## config.mk

```make
export PLATFORM = sky130hd
export DESIGN_NAME = stream_serializer_flat
export DESIGN_NICKNAME = d
export VERILOG_FILES = /design/src/rtl/stream_serializer_pkg.sv /design/src/rtl/stream_serializer_if.sv /design/src/rtl/stream_serializer_lane_priority_encoder.sv /design/src/rtl/stream_serializer.sv /design/src/flat_wrapper.sv
export SDC_FILE = /design/constraint.sdc
export NUM_CORES = 1
export LEC_CHECK = 0
export BUFFER_PORTS_ARGS = -buffer_cell sky130_fd_sc_hd__clkbuf_2
export CAP_MARGIN = 20
export CORE_MARGIN = 1.5
export CORE_UTILIZATION = 55
export CTS_BUF_LIST = sky130_fd_sc_hd__clkbuf_8
export DETAILED_ROUTE_END_ITERATION = 10
export HOLD_SLACK_MARGIN = 0.05
export PLACE_DENSITY = 0.8
export RECOVER_POWER = 25
export SETUP_SLACK_MARGIN = 0.15
export SYNTH_ARGS = -nofsm -noshare
export SYNTH_HDL_FRONTEND = slang
export SYNTH_SLANG_ARGS = --single-unit
```

## constraint.sdc

```tcl
create_clock -name clk_i -period 4 [get_ports clk_i]
set_input_delay 0.6 -clock clk_i [delete_from_list [all_inputs] [get_ports clk_i]]
set_output_delay 0.6 -clock clk_i [all_outputs]
set_load 0.01 [all_outputs]
```

## src/rtl/stream_serializer_pkg.sv

```systemverilog
// stream_pkg: shared constants and types for the stream serializer slice.
//   DEF_T_DATA_WIDTH : default width of one lane
//   DEF_KEEP_WIDTH   : default number of input lanes
//   lane_t           : one lane of data
//   state_e          : serializer FSM states
//   sel_width()      : bits needed to index KEEP_WIDTH lanes
package stream_pkg;

  localparam int unsigned DEF_T_DATA_WIDTH = 4;
  localparam int unsigned DEF_KEEP_WIDTH   = 7;

  typedef logic [DEF_T_DATA_WIDTH-1:0] lane_t;

  typedef enum logic {
    IDLE  = 1'b0,
    SHIFT = 1'b1
  } state_e;

  // Index width for a lane select, never narrower than one bit.
  function automatic int unsigned sel_width(input int unsigned n);
    return (n > 1) ? int'($clog2(n)) : 1;
  endfunction

endpackage

```

## src/rtl/stream_serializer_if.sv

```systemverilog
// stream_serializer_if: wide-word ingress plus single-lane egress bundle.
//   s_data_i/s_keep_i/s_last_i/s_valid_i/s_ready_o : wide word stream in
//   m_data_o/m_last_o/m_valid_o/m_ready_i          : one lane per beat out
//   drop_last_o                                    : empty frame-end word dropped
// slave modport is the serializer's view; master is the surrounding logic's.
interface stream_serializer_if #(
  parameter int unsigned T_DATA_WIDTH = stream_pkg::DEF_T_DATA_WIDTH,
  parameter int unsigned KEEP_WIDTH   = stream_pkg::DEF_KEEP_WIDTH
);

  logic [T_DATA_WIDTH-1:0] s_data_i [KEEP_WIDTH];
  logic [KEEP_WIDTH-1:0]   s_keep_i;
  logic                    s_last_i;
  logic                    s_valid_i;
  logic                    s_ready_o;
  logic [T_DATA_WIDTH-1:0] m_data_o;
  logic                    m_last_o;
  logic                    m_valid_o;
  logic                    m_ready_i;
  logic                    drop_last_o;

  modport slave (
    input  s_data_i, s_keep_i, s_last_i, s_valid_i, m_ready_i,
    output s_ready_o, m_data_o, m_last_o, m_valid_o, drop_last_o
  );

  modport master (
    output s_data_i, s_keep_i, s_last_i, s_valid_i, m_ready_i,
    input  s_ready_o, m_data_o, m_last_o, m_valid_o, drop_last_o
  );

endinterface

```

## src/rtl/stream_serializer_lane_priority_encoder.sv

```systemverilog
// lane_priority_encoder: picks the lowest pending lane of a keep mask.
//   rem_i   : remaining-lane mask
//   sel_o   : index of the lowest set bit (0 when rem_i is empty)
//   final_o : exactly one bit of rem_i is set
//   clr_o   : one-hot mask of the selected lane
module lane_priority_encoder #(
  parameter int unsigned KEEP_WIDTH = stream_pkg::DEF_KEEP_WIDTH,
  parameter int unsigned SEL_WIDTH  = stream_pkg::sel_width(KEEP_WIDTH)
) (
  input  logic [KEEP_WIDTH-1:0] rem_i,
  output logic [SEL_WIDTH-1:0]  sel_o,
  output logic                  final_o,
  output logic [KEEP_WIDTH-1:0] clr_o
);

  // Scan high to low so the lowest set bit wins.
  always_comb begin
    sel_o = '0;
    for (int i = int'(KEEP_WIDTH) - 1; i >= 0; i--) begin
      if (rem_i[i]) sel_o = SEL_WIDTH'(i);
    end
  end

  // Two's-complement trick isolates the lowest set bit.
  assign clr_o   = rem_i & (~rem_i + KEEP_WIDTH'(1));
  assign final_o = (rem_i != '0) && ((rem_i & (rem_i - KEEP_WIDTH'(1))) == '0);

endmodule

```

## src/rtl/stream_serializer.sv

```systemverilog
// stream_serializer: emits the kept lanes of each wide word one per cycle,
// in ascending lane order, carrying the frame-end flag onto the last kept lane.
//   clk_i : clock, rising edge
//   rst_i : asynchronous active-high reset
//   bus   : slave view of stream_serializer_if (ingress word, egress lane,
//           drop_last_o pulse for a discarded keep=0 last=1 word)
module stream_serializer
  import stream_pkg::*;
#(
  parameter int unsigned T_DATA_WIDTH = DEF_T_DATA_WIDTH,
  parameter int unsigned KEEP_WIDTH   = DEF_KEEP_WIDTH
) (
  input  logic                clk_i,
  input  logic                rst_i,
  stream_serializer_if.slave  bus
);

  localparam int unsigned SEL_WIDTH = sel_width(KEEP_WIDTH);

  state_e                  state_q, state_d;
  logic [T_DATA_WIDTH-1:0] data_q [KEEP_WIDTH];
  logic [T_DATA_WIDTH-1:0] data_d [KEEP_WIDTH];
  logic [KEEP_WIDTH-1:0]   rem_q, rem_d;
  logic                    last_q, last_d;
  logic                    drop_q, drop_d;
  logic                    s_ready_c;

  logic [SEL_WIDTH-1:0]    sel;
  logic                    is_final;
  logic [KEEP_WIDTH-1:0]   clr_mask;

  lane_priority_encoder #(
    .KEEP_WIDTH (KEEP_WIDTH),
    .SEL_WIDTH  (SEL_WIDTH)
  ) u_enc (
    .rem_i   (rem_q),
    .sel_o   (sel),
    .final_o (is_final),
    .clr_o   (clr_mask)
  );

  // State and holding register.
  always_ff @(posedge clk_i or posedge rst_i) begin
    if (rst_i) begin
      state_q <= IDLE;
      for (int i = 0; i < int'(KEEP_WIDTH); i++) data_q[i] <= '0;
      rem_q   <= '0;
      last_q  <= 1'b0;
      drop_q  <= 1'b0;
    end else begin
      state_q <= state_d;
      data_q  <= data_d;
      rem_q   <= rem_d;
      last_q  <= last_d;
      drop_q  <= drop_d;
    end
  end

  // Next state: accept in IDLE, or chain the next word on the final lane handshake.
  always_comb begin
    state_d   = state_q;
    data_d    = data_q;
    rem_d     = rem_q;
    last_d    = last_q;
    drop_d    = 1'b0;
    s_ready_c = 1'b0;

    unique case (state_q)
      IDLE: begin
        s_ready_c = 1'b1;
        if (bus.s_valid_i) begin
          if (bus.s_keep_i != '0) begin
            data_d  = bus.s_data_i;
            rem_d   = bus.s_keep_i;
            last_d  = bus.s_last_i;
            state_d = SHIFT;
          end else begin
            drop_d  = bus.s_last_i;
          end
        end
      end
      SHIFT: begin
        if (bus.m_ready_i) begin
          rem_d = rem_q & ~clr_mask;
          if (is_final) begin
            s_ready_c = 1'b1;
            state_d   = IDLE;
            if (bus.s_valid_i) begin
              if (bus.s_keep_i != '0) begin
                data_d  = bus.s_data_i;
                rem_d   = bus.s_keep_i;
                last_d  = bus.s_last_i;
                state_d = SHIFT;
              end else begin
                drop_d  = bus.s_last_i;
              end
            end
          end
        end
      end
      default: state_d = IDLE;
    endcase
  end

  // Egress is decoded from registers only; ready is held low during reset.
  assign bus.s_ready_o   = s_ready_c & ~rst_i;
  assign bus.m_valid_o   = (state_q == SHIFT);
  assign bus.m_data_o    = data_q[sel];
  assign bus.m_last_o    = (state_q == SHIFT) & is_final & last_q;
  assign bus.drop_last_o = drop_q;

endmodule

```

## src/flat_wrapper.sv

```systemverilog
// flat-port wrapper written by rule: the top's interface ports become plain ports
module stream_serializer_flat import stream_pkg::*;
#(
  parameter int unsigned T_DATA_WIDTH = DEF_T_DATA_WIDTH,
  parameter int unsigned KEEP_WIDTH   = DEF_KEEP_WIDTH
)
  (clk_i, rst_i, bus_s_data_i, bus_s_keep_i, bus_s_last_i, bus_s_valid_i, bus_m_ready_i, bus_s_ready_o, bus_m_data_o, bus_m_last_o, bus_m_valid_o, bus_drop_last_o);
  stream_serializer_if #(.T_DATA_WIDTH(T_DATA_WIDTH), .KEEP_WIDTH(KEEP_WIDTH)) bus_i ();
  input  logic clk_i;
  input  logic rst_i;
  input wire logic [$bits(bus_i.s_data_i)-1:0] bus_s_data_i;
  input wire logic [$bits(bus_i.s_keep_i)-1:0] bus_s_keep_i;
  input wire logic [$bits(bus_i.s_last_i)-1:0] bus_s_last_i;
  input wire logic [$bits(bus_i.s_valid_i)-1:0] bus_s_valid_i;
  input wire logic [$bits(bus_i.m_ready_i)-1:0] bus_m_ready_i;
  output wire logic [$bits(bus_i.s_ready_o)-1:0] bus_s_ready_o;
  output wire logic [$bits(bus_i.m_data_o)-1:0] bus_m_data_o;
  output wire logic [$bits(bus_i.m_last_o)-1:0] bus_m_last_o;
  output wire logic [$bits(bus_i.m_valid_o)-1:0] bus_m_valid_o;
  output wire logic [$bits(bus_i.drop_last_o)-1:0] bus_drop_last_o;
  assign bus_i.s_data_i = {>>{bus_s_data_i}};
  assign bus_i.s_keep_i = bus_s_keep_i;
  assign bus_i.s_last_i = bus_s_last_i;
  assign bus_i.s_valid_i = bus_s_valid_i;
  assign bus_i.m_ready_i = bus_m_ready_i;
  assign bus_s_ready_o = bus_i.s_ready_o;
  assign bus_m_data_o = bus_i.m_data_o;
  assign bus_m_last_o = bus_i.m_last_o;
  assign bus_m_valid_o = bus_i.m_valid_o;
  assign bus_drop_last_o = bus_i.drop_last_o;
  stream_serializer #(.T_DATA_WIDTH(T_DATA_WIDTH), .KEEP_WIDTH(KEEP_WIDTH)) u_core (.clk_i(clk_i), .rst_i(rst_i), .bus(bus_i));
endmodule
```

# Yosys cells after proc, flatten, opt, wreduce, memory -nomap -nowiden

Index checks and enable logic that the tools add are counted.

Add/subtract/negate cells: 2
Multipliers: 0
Divide/modulo/power cells: 0
Order comparisons: 1
Equal/unequal tests: 4
Shift operators: 0
Multiplexer cells: 40
Bitwise operators: 11
Reduce and logical (&&, ||, !) cells: 6

Operators with widths:

| kind                | number |
|---|---|
| $mux 28             | 4 |
| $pmux 28 s2         | 1 |
| $mux 7              | 6 |
| $and 7x7->7         | 3 |
| $mux 3              | 7 |
| $mux 1              | 14 |
| $not 7->7           | 2 |
| $pmux 7 s2          | 1 |
| $reduce_bool 7->1   | 2 |
| $bmux 4 s3          | 1 |
| $mux 4              | 2 |
| $pmux 1 s2          | 4 |
| $add 7x1->7 const B | 1 |
| $logic_not 7->1     | 1 |
| $sub 7x1->7 const B | 1 |
| $ne 2x2->1 const B  | 3 |
| $ge 4x4->1 const B  | 1 |
| $not 3->4           | 1 |
| $and 1x1->1         | 3 |
| $reduce_and 3->1    | 1 |
| $ne 2x1->1 const B  | 1 |
| $not 1->1           | 2 |
| $reduce_and 2->1    | 1 |
| $logic_and 1x1->1   | 1 |

Register bits: 38
Bits in latches: 0
Memory bits (writable): 0
Bits in read-only memories: 0
Input bits: 40
Output and inout port bits: 8
Logic and storage cells: 75
Memories: 0

# Longest topological paths before layout

Gate-level depths: netlist of run 1.

Depth in word-level cells: 11
Mapped depth: 9
Gate-level depth less buffers: 5

# By module

From an unflattened synthesis of run 1, not the netlist that was laid out.

Cells, all modules: 163
Area total of the unflattened synthesis: 2,042.0 um2

Modules (own cells, without submodules):

| module                | instances | cells each | area an instance (um2) | sequential area each (um2) |
|---|---|---|---|---|
| stream_serializer     | 1         | 138        | 1,876.8                | 950.9 |
| lane_priority_encoder | 1         | 25         | 165.2                  | 0.0 |

# Worst setup path before layout of run 1

No wires, ideal clock.

Path type: reg2out
Start: register u_core.rem_q[0]
End: output bus_s_ready_o
Data arrival time: 1.822 ns
Required time: 3.400 ns
Setup slack: 1.578 ns
Stages on the path, launching flop included: 8
Path buffers: 2
Path through: dfrtp_1 buf_6 or4_1 buf_2 mux2i_2 a211oi_2 nor2_1 nor2_1

Word-level cells in the longest chain between the ends: 8
Elaborated cells between the ends (all ways): 9

Ends and longest elaborated chain:

| element                | line                                          | source |
|---|---|---|
| from (decl)            | stream_serializer.sv:23                       | `logic [KEEP_WIDTH-1:0] rem_q, rem_d;` |
| from (signal assigned) | stream_serializer.sv:53                       | `rem_q <= rem_d;` |
| $sub 7x1->7            | stream_serializer_lane_priority_encoder.sv:26 | `assign final_o = (rem_i != '0) && ((rem_i & (rem_i - KEEP_WIDTH'(1))) == '0);` |
| $and 7x7->7            | stream_serializer_lane_priority_encoder.sv:26 |  |
| $logic_not 7->1        | stream_serializer_lane_priority_encoder.sv:26 |  |
| $logic_and 1x1->1 (*)  | stream_serializer_lane_priority_encoder.sv:26 |  |
| $mux 1 (*)             | stream_serializer.sv:85                       | `if (is_final) begin` |
| $mux 1 (*)             | stream_serializer.sv:83                       | `if (bus.m_ready_i) begin` |
| $pmux 1 s2 (*)         | stream_serializer.sv:68                       | `unique case (state_q)` |
| $and 1x1->1 (*)        | stream_serializer.sv:106                      | `assign bus.s_ready_o = s_ready_c & ~rst_i;` |
| to (decl)              | flat_wrapper.sv:16                            | `output wire logic [$bits(bus_i.s_ready_o)-1:0] bus_s_ready_o;` |

Mark *: on every way between the ends. The rest lies on a longest branch, timed or not.

# Worst setup path in the final report of run 1

Ends and elaborated chain as after synthesis.

==> results by group, run 1 <==
Place
  – GPL Wtd Cong: ~0.86
  – Port-buffer cells: 47
  – Detail Placement HPWL: between 2000 and 3000 um
  – Placed cells: 266

Synth
  – Sequential-to-total area share from yosys stat: 46.8%
  – Ys Warns: 0
  – Mapped cell area: 2030 um^2
  – Post-synth top area share: a little under half
  – Synth unique cells: 38
  – Cells after Synth: 181
  – Top cell type by total area after synthesis: dfrtp_1
  – Synth Register Bits: 38
  – Mean area per synthesized cell: 11.2 um^2
  – Synth area leaders: dfrtp_1 (47%), mux2_2 (11%), mux2_4 (7.4%)
  – Syn Nets: 221

STA
  – Setup TNS: 0 ns
  – RSZ-0062 raised after global routing: no
  – Post-layout min period: approximately 2.9 ns
  – Normalized max-slew margin: -32.7%
  – Worst Tran Pin Value: 1.99 ns
  – Count of pins over their slew limit: 39
  – FMAX: 340 MHz
  – Final Hold Fails: 0
  – Fin crit share: 73.4%
  – Final setup vio count: 0
  – Clock Skew: about 0.0071 ns

Final layout
  – Finished Layout Cells: 273
  – Util after Layout: slightly below 70%
  – NumNets Final: 267
  – Share of cells above drive strength 1: 39.2%
  – Area grow syn2layout: 16.7%
  – Multi-input gate area: 973 um^2
  – Register Area: 951 um^2
  – # diodes: 0
  – # fillers: 270

Clock network
  – CTS buffer count: 5
  – Clock Tree Buf Depth: 2
  – Worst skew pair latency: 0.29 ns
  – H-tree Lvls: 2
  – CTS Hold Bufs: 0
  – CTS root buffer: clkbuf_8
  – Number of setup buffers added after CTS: 0
  – Clock slew at reported path FFs: 0.07 ns
  – CTS tree: built
  – Sink Count: 38
  – Post-CTS Resized: 0

Routing
  – Pre-antenna DRT Iters: 4
  – ANT nets after route: 0
  – WL per Instance: 14.4 um
  – Final WL: roughly 3900 um
  – Remaining DRCs: 0
  – Vias: 1519
  – Vias per cell: 5.56
  – Drt initial violations: 92

Die
  – Die extent in x: 63.8 um
  – Initial Util: 59.0%
  – Core region area: 3440 um^2
  – Row count: 21
  – Die Ht: ~64 um
  – Top-level I/O count: 48
  – Die area: approximately 4100 um^2

Global route
  – Global-route wire length before repair: 6670 um
  – GRT Total Usage: 21.4%
  – Vias in the first global route: 1487
  – Pin count of the biggest net entering global routing: 39
  – Initial antenna violation count: 0
  – Grt total ovfl: 0

Pwr
  – VDD IR max: 0.454 mV
  – Static leakage: about 1.1 nW
  – PwrDens: 884 nW/um^2

Worst setup path
  – Startpoint Class: flip-flop
  – Flop2flop setup slack: 1.45 ns
  – Critical Path End Type: output pin
  – Crit path arrival time: 2.34 ns
  – Crit Path Max Fanout: 9
  – WS Path Type: reg -> out
  – Critical Path RT: 3.40 ns

Min path
  – Hold Crit Class: reg -> reg

Status
  – Failing checks: max-capacitance violations, max-slew violations
  – Status: complete, but fails checks

Run
  – MaxCap Viol Count: 1
cell usage in the layout, fill, tap and decap left out, types with 2 or more instances in the layout:
cell type	n
a31oi_1	2
clkbuf_1	2
o221ai_1	4
nand2_1	5
a211oi_1	2
mux2_4	10
and3_1	5
inv_1	8
nor3_1	4
mux2_2	19
and2_1	2
clkbuf_2	46
or2_2	2
or3_1	2
a21oi_1	9
nor3b_1	3
mux2i_1	9
nand3_1	5
clkbuf_8	6
nor2_1	9
dfrtp_1	38
o21ai_0	19
worst paths after layout:
path	start	to	depth (start not counted)
max in group asynchronous	rst_i	u_core.data_q[12]	3
worst max register to register	u_core.rem_q[0]	u_core.data_q[7]	6
worst max-delay path	u_core.rem_q[0]	bus_s_ready_o	6
worst min register to register	u_core.data_q[27]	u_core.data_q[27]	1
min in group asynchronous	rst_i	u_core.bus.drop_last_o	3
worst min-delay path	u_core.data_q[27]	u_core.data_q[27]	1
worst max-delay path, stage by stage, from the launching register on:
cell      delay [ns]
dfrtp_1         0.49
or4_1           0.68
mux2i_2         0.21
a211oi_2        0.32
nor2_1          0.12
nor2_1          0.10
clkbuf_2        0.13
report_power, final:
part	switching, W	internal, W	total, W
clock	0.000130	0.000199	0.000330
combinational	0.000496	0.000539	0.00104
sequential	0.000158	0.000572	0.000730
total	0.000785	0.00131	0.00209
metal layers:
metal	GRT usage, %	vias to the layer above	wire length (um)
met5	0	-	0
met4	8.97	0	63
met3	4.40	8	191
met1	31.5	721	1970
li1	-	750	-
met2	30.7	40	1720
synthesized netlist by cell type:
master / number
a211oi_1: 2
a211oi_2: 1
a21o_1: 1
a21oi_1: 9
a31oi_1: 2
and2_1: 2
and3_1: 5
buf_12: 1
buf_2: 3
buf_4: 1
buf_6: 2
clkbuf_1: 3
dfrtp_1: 38
inv_1: 8
mux2_2: 19
mux2_4: 10
mux2i_1: 9
mux2i_2: 1
nand2_1: 5
nand2b_1: 1
nand3_1: 5
nor2_1: 9
nor2b_1: 1
nor3_1: 4
nor3b_1: 3
nor4_1: 1
nor4_4: 1
o211ai_1: 1
o21ai_0: 19
o21ai_1: 1
o21ai_2: 1
o21bai_1: 1
o221ai_1: 4
o31a_1: 1
o41ai_1: 1
or2_2: 2
or3_1: 2
or4_1: 1
through the flow:
step | cell area, um^2 | power (W) | hold slack [ns] | setup WS [ns]
6_report | 2370 | 0.00209 | 0.509 | 1.06
3_5_place_dp | 2260 | 0.00177 | 0.495 | 1.37
4_1_cts | 2370 | 0.00210 | 0.413 | 1.05
2_1_floorplan | 2030 | 0.00156 | 0.471 | 1.58
5_1_grt | 2370 | 0.00224 | 0.518 | 0.898
3_3_place_gp | 2260 | 0.00176 | 0.487 | 1.40
flip-flops by register name, indices dropped and copies added (netlist names):
| signal | cells |
|---|---|
| u_core.bus.drop_last_o | 1 |
| u_core.last_q | 1 |
| u_core.bus.m_valid_o | 1 |
| u_core.rem_q | 7 |
| u_core.data_q | 28 |
cell type report:
type | count | area share, %
Multi-Input combinational cell | 125 | 41.1
Sequential cell | 38 | 40.1
Timing Repair Buffer | 49 | 10.3
Clock buffer | 6 | 3.48
Tap cell | 46 | 2.43
Clock inverter | 1 | 1.27
Inverter | 8 | 1.27
cell families after synthesis:
| family | after synthesis | synth area share, % |
|---|---|---|
| buf+inv | 18 | 5.24 |
| flops | 38 | 46.8 |
| mux | 39 | 23.0 |
| compound gates | 44 | 13.2 |
| simple gates | 42 | 11.6 |
No activity file was read; power rests on OpenSTA's default activity.
==> inputs of run 2 (changes only) <==
Settings changed: ABC_AREA set to 1, PLACE_DENSITY 0.8 to 0.79.
Clock period 4 ns to 3.1 ns, I/O delays scaled along.
==> results by group, run 2 <==
Status
  – Status: complete, but fails checks (unchanged)
  – Failing checks: max-capacitance violations, max-slew violations (unchanged)

Clock network
  – Clock Tree Buf Depth: 2 (unchanged)
  – Number of setup buffers added after CTS: 0 (unchanged)
  – CTS Hold Bufs: 0 (unchanged)
  – Clock slew at reported path FFs: 0.08 ns (was 0.07 ns)
  – H-tree Lvls: 2 (unchanged)
  – CTS tree: built (unchanged)
  – Worst skew pair latency: 0.29 ns (about the same)
  – CTS buffer count: 5 (unchanged)
  – Sink Count: 38 (unchanged)
  – CTS root buffer: clkbuf_8 (unchanged)
  – Post-CTS Resized: 0 (unchanged)

Synth
  – Sequential-to-total area share from yosys stat: 41.3% (was 46.8%)
  – Synth Register Bits: 38 (unchanged)
  – Asr flop ratio synth: 100% (unchanged)
  – Mean area per synthesized cell: 7.33 um^2 (was 11.2 um^2)
  – Synth unique cells: 19 (was 38)
  – Ys Warns: 0 (unchanged)
  – Top cell type by total area after synthesis: dfrtp_1 (unchanged)
  – Top_reg_cell synth: dfrtp_1 (unchanged)
  – Most common cell in the netlist: nand2_1 (was dfrtp_1)
  – Syn Nets: 354 (was 221)
  – Cells after Synth: 314 (was 181)
  – Post-synth top area share: 41.3% (was 46.8%)
  – EDFF count, synth: 0 (unchanged)
  – List of most frequent post-synthesis cells: nand2_1 (73), inv_1 (65), dfrtp_1 (38) (was dfrtp_1 (38), mux2_2 (19), o21ai_0 (19), mux2_4 (10))
  – Mapped cell area: 2300 um^2 (was 2030 um^2)
  – Synth area leaders: dfrtp_1 (41%), nand2_1 (12%), inv_1 (11%) (was dfrtp_1 (47%), mux2_2 (11%), mux2_4 (7.4%))

Global route
  – Pin count of the biggest net entering global routing: 39 (unchanged)
  – Grt total ovfl: 0 (unchanged)
  – Initial antenna violation count: 0 (unchanged)
  – Vias in the first global route: 1755 (was 1487)
  – GRT Total Usage: 24.5% (was 21.4%)
  – Grt peak-use layer: met2 (was met1)
  – Met1 usage: 33.3% (was 31.5%)
  – GR Util met2: 38.4% (was 30.7%)
  – Global-route wire length before repair: 8180 um (was 6670 um)
  – Met3 GRT Util: 5.50% (was 4.40%)

Routing
  – ANT nets after route: 0 (unchanged)
  – Vias: 2052 (was 1519)
  – Vias per cell: 4.99 (was 5.56)
  – Pre-antenna DRT Iters: 4 (unchanged)
  – Final WL: 4960 um (was 3940 um)
  – Drt initial violations: 143 (was 92)
  – WL per Instance: 12.1 um (was 14.4 um)
  – Remaining DRCs: 0 (unchanged)

Die
  – Top-level I/O count: 48 (unchanged)
  – Row count: 23 (was 21)
  – Die area: 4580 um^2 (was 4070 um^2)
  – Initial Util: 57.5% (was 59.0%)
  – Die extent in x: 67.7 um (was 63.8 um)
  – Core region area: 4000 um^2 (was 3440 um^2)
  – Die Ht: 67.7 um (was 63.8 um)

Final layout
  – Largest regs: u_core.data_q: 28 flops, u_core.rem_q: 7 flops (unchanged)
  – Max reg flops: 28 (unchanged)
  – Share of cells above drive strength 1: 29.4% (was 39.2%)
  – Top reg by flops: u_core.data_q (unchanged)
  – Commonest cells after routing, fill and taps aside: nand2_1 (73), inv_1 (65), clkbuf_2 (46) (was clkbuf_2 (46), dfrtp_1 (38), o21ai_0 (19), mux2_2 (19), mux2_4 (10))
  – # diodes: 0 (unchanged)
  – Area grow syn2layout: 17.1% (was 16.7%)
  – NumNets Final: 400 (was 267)
  – Commonest non-fill, non-tap cell in the layout: nand2_1 (was clkbuf_2)
  – # fillers: 349 (was 270)
  – Util after Layout: 67.3% (was 68.8%)

Worst setup path
  – Worst-path cell chain: inv_1, nand2_1, o21ai_2, a21oi_1, o21ai_0, nand3_1, nand2_1, inv_1, clkbuf_2 (was or4_1, mux2i_2, a211oi_2, nor2_1, nor2_1, clkbuf_2)
  – Largest stage delay on the critical path: 0.69 ns (was 0.68 ns)
  – Crit path arrival time: 2.22 ns (was 2.34 ns)
  – Startpoint Class: flip-flop (unchanged)
  – Worst path slowest cell: o21ai_2 (was or4_1)
  – WS Path Type: reg -> out (unchanged)
  – Critical Path RT: 2.63 ns (was 3.40 ns)
  – Critical Path End Type: output pin (unchanged)
  – Crit Path Max Fanout: 28 (was 9)
  – Flop2flop setup slack: 0.71 ns (was 1.45 ns)

Pwr
  – PwrDens: 1150 nW/um^2 (was 884 nW/um^2)
  – Pwr Total: 0.00311 W (was 0.00209 W)
  – VDD IR max: 0.613 mV (was 0.454 mV)
  – Static leakage: 1.54 nW (was 1.14 nW)

STA
  – Final setup vio count: 0 (unchanged)
  – Worst Tran Pin Value: 2.01 ns (was 1.99 ns)
  – FMAX: 372 MHz
  – Final Hold Fails: 0 (unchanged)
  – RSZ-0062 raised after global routing: no (unchanged)
  – Count of pins over their slew limit: 39 (unchanged)
  – Fin crit share: between 80% and 90%
  – Normalized max-slew margin: -34.1% (was -32.7%)
  – Post-layout min period: 2.69 ns
  – Clock Skew: 0.0101 ns (was 0.00709 ns)
  – Setup TNS: 0 ns (unchanged)

Min path
  – Hold Crit Class: in -> reg (was reg -> reg)

Place
  – GPL Wtd Cong: 0.891 (was 0.863)
  – Detail Placement HPWL: 3690 um (was 2930 um)
  – Port-buffer cells: 47 (unchanged)

Run
  – MaxCap Viol Count: 1 (unchanged)
-- run 2: changes by cell type after synthesis, sizes merged, moves of 10 or more --
cell,before,now
inv,8,66
nor2,9,20
o21ai,21,38
nand3,5,23
mux2,29,0
mux2i,10,0
nand2,5,95
-- run 2: cell families after synthesis --
| family | Yosys count | synth area share [%] |
|---|---|---|
| buffers and inverters | 76 | 13.6 |
| flip-flops | 38 | 41.3 |
| AND/OR/NAND/NOR | 138 | 27.1 |
| AO/OA/AOI/OAI | 62 | 17.9 |
-- run 2: layout make-up --
type | instances | area (um^2) | share of cell area (%)
repair buffers | 49 | 258 | 9.57
clock inverters | 3 | 68.8 | 2.55
well taps | 50 | 62.6 | 2.32
clock buffers | 5 | 68.8 | 2.55
inverters | 66 | 248 | 9.20
multi-input cells | 200 | 1040 | 38.5
flip-flops and latches | 38 | 951 | 35.3
-- run 2: stage by stage --
step | hold WS [ns] | cell area, um^2 | instances | worst slack (ns)
global route | 0.382 | 2690 | 411 | 0.178
finish | 0.373 | 2690 | 411 | 0.414
global placement | 0.472 | 2560 | 403 | 0.768
floorplan | 0.448 | 2300 | 314 | 1.21
detailed placement | 0.476 | 2560 | 403 | 0.745
CTS | 0.284 | 2700 | 411 | 0.428
-- run 2: path summary, 6_finish.rpt --
path	cells after the start	start	end
max	9	u_core.rem_q[4]	bus_m_data_o[1]
min reg2reg	2	u_core.data_q[22]	u_core.data_q[22]
min	3	bus_s_data_i[23]	u_core.data_q[23]
max reg2reg	11	u_core.rem_q[0]	u_core.data_q[1]
min in group asynchronous	3	rst_i	u_core.data_q[23]
max in group asynchronous	3	rst_i	u_core.data_q[4]
-- run 2: worst max-delay path: cells and delay by family, from the launching register on --
kind                   cells  cell delay [ns]
AND/OR/NAND/NOR            3             0.27
AO/OA/AOI/OAI              3             0.95
flip-flops                 1             0.43
buffers and inverters      3             0.26
-- run 2: routing by layer --
metal	share of wire [%]	vias to the layer above	wire (um)
met2	48	59	2380
met5	0	-	0
li1	-	1058	-
met3	4.8	6	237
met4	1.4	0	68
met1	46	929	2270
-- run 2: power by group --
group	internal [W]	total [W]	switching (W)
logic	0.000627	0.00168	0.00105
registers	0.000719	0.000927	0.000208
clock network	0.000322	0.000506	0.000184
==> inputs of run 3 (changes only) <==
Settings changed: CORE_MARGIN 1.5 to 2.
==> results by group, run 3 (synthesis results as in run 2) <==
Status
  – Status: complete, but fails checks (unchanged)
  – Failing checks: max-capacitance violations, max-slew violations (unchanged)

Final layout
  – Area grow syn2layout: 16.6% (was 17.1%)
  – NumNets Final: 401 (was 400)
  – Commonest non-fill, non-tap cell in the layout: nand2_1 (unchanged)
  – Final Cell Area: 2680 um^2 (was 2690 um^2)
  – Max reg flops: 28 (unchanged)
  – Largest regs: u_core.data_q: 28 flops, u_core.rem_q: 7 flops (unchanged)
  – # diodes: 0 (unchanged)
  – Commonest cells after routing, fill and taps aside: nand2_1 (73), inv_1 (65), clkbuf_2 (46) (unchanged)
  – Share of cells above drive strength 1: 29.4% (unchanged)
  – Top reg by flops: u_core.data_q (unchanged)
  – # fillers: 356 (was 349)

Run
  – MaxCap Viol Count: 1 (unchanged)

Clock network
  – CTS root buffer: clkbuf_8 (unchanged)
  – Number of setup buffers added after CTS: 0 (unchanged)
  – CTS Hold Bufs: 0 (unchanged)
  – CTS tree: built (unchanged)
  – Clock Tree Buf Depth: 2 (unchanged)
  – Worst skew pair latency: 0.29 ns (about the same)
  – CTS buffer count: 5 (unchanged)
  – H-tree Lvls: 2 (unchanged)
  – Post-CTS Resized: 0 (unchanged)
  – Sink Count: 38 (unchanged)
  – Clock slew at reported path FFs: 0.08 ns (about the same)

Pwr
  – Clock power share: 14.1% (was 16.3%)
  – Static leakage: 1.54 nW (about the same)
  – Comb power frac: 55.5% (was 53.9%)
  – P_sw: 0.00144 W (about the same)
  – Power Internal: 0.00161 W (was 0.00167 W)
  – Sw Share: 47.1% (was 46.4%)
  – Sequential Power Share: 30.4% (was 29.8%)
  – VDD IR max: 0.496 mV (was 0.613 mV)
  – PwrDens: 1140 nW/um^2 (was 1150 nW/um^2)

Routing
  – Remaining DRCs: 0 (unchanged)
  – WL per Instance: 12.0 um (was 12.1 um)
  – Drt initial violations: 137 (was 143)
  – Vias per cell: 5.01 (was 4.99)
  – Vias: 2061 (was 2052)
  – Final WL: 4940 um (was 4960 um)
  – Pre-antenna DRT Iters: 4 (unchanged)
  – ANT nets after route: 0 (unchanged)

Worst setup path
  – Critical Path RT: 2.63 ns (about the same)
  – Startpoint Class: flip-flop (unchanged)
  – Crit Path Max Fanout: 28 (unchanged)
  – Crit path arrival time: 2.02 ns (was 2.22 ns)
  – WS Path Type: reg -> out (unchanged)
  – Start point of the critical path: u_core.rem_q[0] (was u_core.rem_q[4])
  – Critical Path End Type: output pin (unchanged)
  – RR Startpoint: u_core.rem_q[0] (unchanged)

Global route
  – Initial antenna violation count: 0 (unchanged)
  – Vias in the first global route: 1824 (was 1755)
  – Pin count of the biggest net entering global routing: 39 (unchanged)
  – GRT Total Usage: 23.9% (was 24.5%)
  – Global-route wire length before repair: 8280 um (was 8180 um)
  – Grt total ovfl: 0 (unchanged)

STA
  – Final setup vio count: 0 (unchanged)
  – Fin crit share: 80.2% (was 86.6%)
  – Count of pins over their slew limit: 39 (unchanged)
  – FMAX: 402 MHz (was 372 MHz)
  – Worst Setup Slack, final: 0.615 ns (was 0.414 ns)
  – Post-layout min period: 2.49 ns (was 2.69 ns)
  – Final Hold Fails: 0 (unchanged)
  – RSZ-0062 raised after global routing: no (unchanged)
  – Setup TNS: 0 ns (unchanged)
  – Clock Skew: 0.00631 ns (was 0.0101 ns)
  – Worst Tran Pin Value: 2.02 ns (was 2.01 ns)
  – Normalized max-slew margin: -34.4% (was -34.1%)

Die
  – Top-level I/O count: 48 (unchanged)
  – Die extent in x: 68.7 um (was 67.7 um)
  – Die area: 4720 um^2 (was 4580 um^2)
  – Initial Util: 57.5% (unchanged)
  – Row count: 23 (unchanged)
  – Die Ht: 68.7 um (was 67.7 um)
  – Core region area: 4000 um^2 (unchanged)

Min path
  – Hold Crit Class: in -> reg (unchanged)
  – Worst Min Path Start: bus_s_data_i[26] (was bus_s_data_i[23])

Place
  – GPL Wtd Cong: 0.869 (was 0.891)
  – Detail Placement HPWL: 3640 um (was 3690 um)
  – Setup Slack @ Placement: 0.772 ns (was 0.745 ns)
  – Port-buffer cells: 47 (unchanged)
  – Placed Area: 2570 um^2 (was 2560 um^2)
-- run 3: cell count changes in the layout (fill, tap and decap cells not counted), sizes merged --
cell	delta
buf	+1
bufinv	-1
clkbuf	+1
clkinv	-1
-- run 3: final timing paths --
check | end | slack [ns] | cells past startpoint
worst max-delay path | bus_m_data_o[2] | 0.61 | 10
worst min-delay path | u_core.data_q[26] | 0.39 | 3
worst max register to register | u_core.data_q[0] | 1.00 | 11
worst min register to register | u_core.data_q[22] | 0.49 | 2
max in group asynchronous | u_core.rem_q[2] | 1.06 | 3
min in group asynchronous | u_core.bus.drop_last_o | 0.89 | 3
-- run 3: layout make-up --
type	instances	area (um^2)	share of cell area (%)
Clock inverter	1	30.0	1.12
Sequential cell	38	951	35.4
Clock buffer	6	82.6	3.08
Timing Repair Buffer	50	265	9.88
Multi-Input combinational cell	200	1040	38.9
Inverter	66	248	9.23
Tap cell	50	62.6	2.33
-- run 3: stage by stage --
stage	hold WS, ns	total power (W)	instances	utilization (%)
after floorplan	0.448	0.00220	314	-
after global placement	0.466	0.00255	404	64.2
after detailed placement	0.472	0.00260	404	64.2
after CTS	0.290	0.00305	411	67.0
after global routing	0.388	0.00335	411	67.1
final	0.391	0.00305	411	67.1
-- run 3: metal layers --
metal / vias up / part of all wire, % / GRT usage, %
li1: 1070 / - / -
met1: 929 / 47 / 33.2
met2: 56 / 47 / 36.7
met3: 6 / 5.3 / 6.33
met4: 0 / 1.1 / 7.00
met5: - / 0 / 0
-- run 3: power groups by stage --
stage	clock [W]	sequential [W]	combinational, W
detailed placement	0	0.000922	0.00167
global route	0.000458	0.000947	0.00195
global placement	0	0.000919	0.00163
floorplan	0	0.000858	0.00135
finish	0.000429	0.000927	0.00170
CTS	0.000437	0.000918	0.00169
-- run 3: critical path, stage by stage (launching register included) --
cell,delay (ns)
dfrtp_1,0.44
nor2_4,0.23
nand2_1,0.12
inv_1,0.12
o21ai_4,0.18
a21oi_1,0.20
o21ai_0,0.12
nand3_1,0.10
nand2_1,0.05
inv_1,0.05
clkbuf_2,0.12
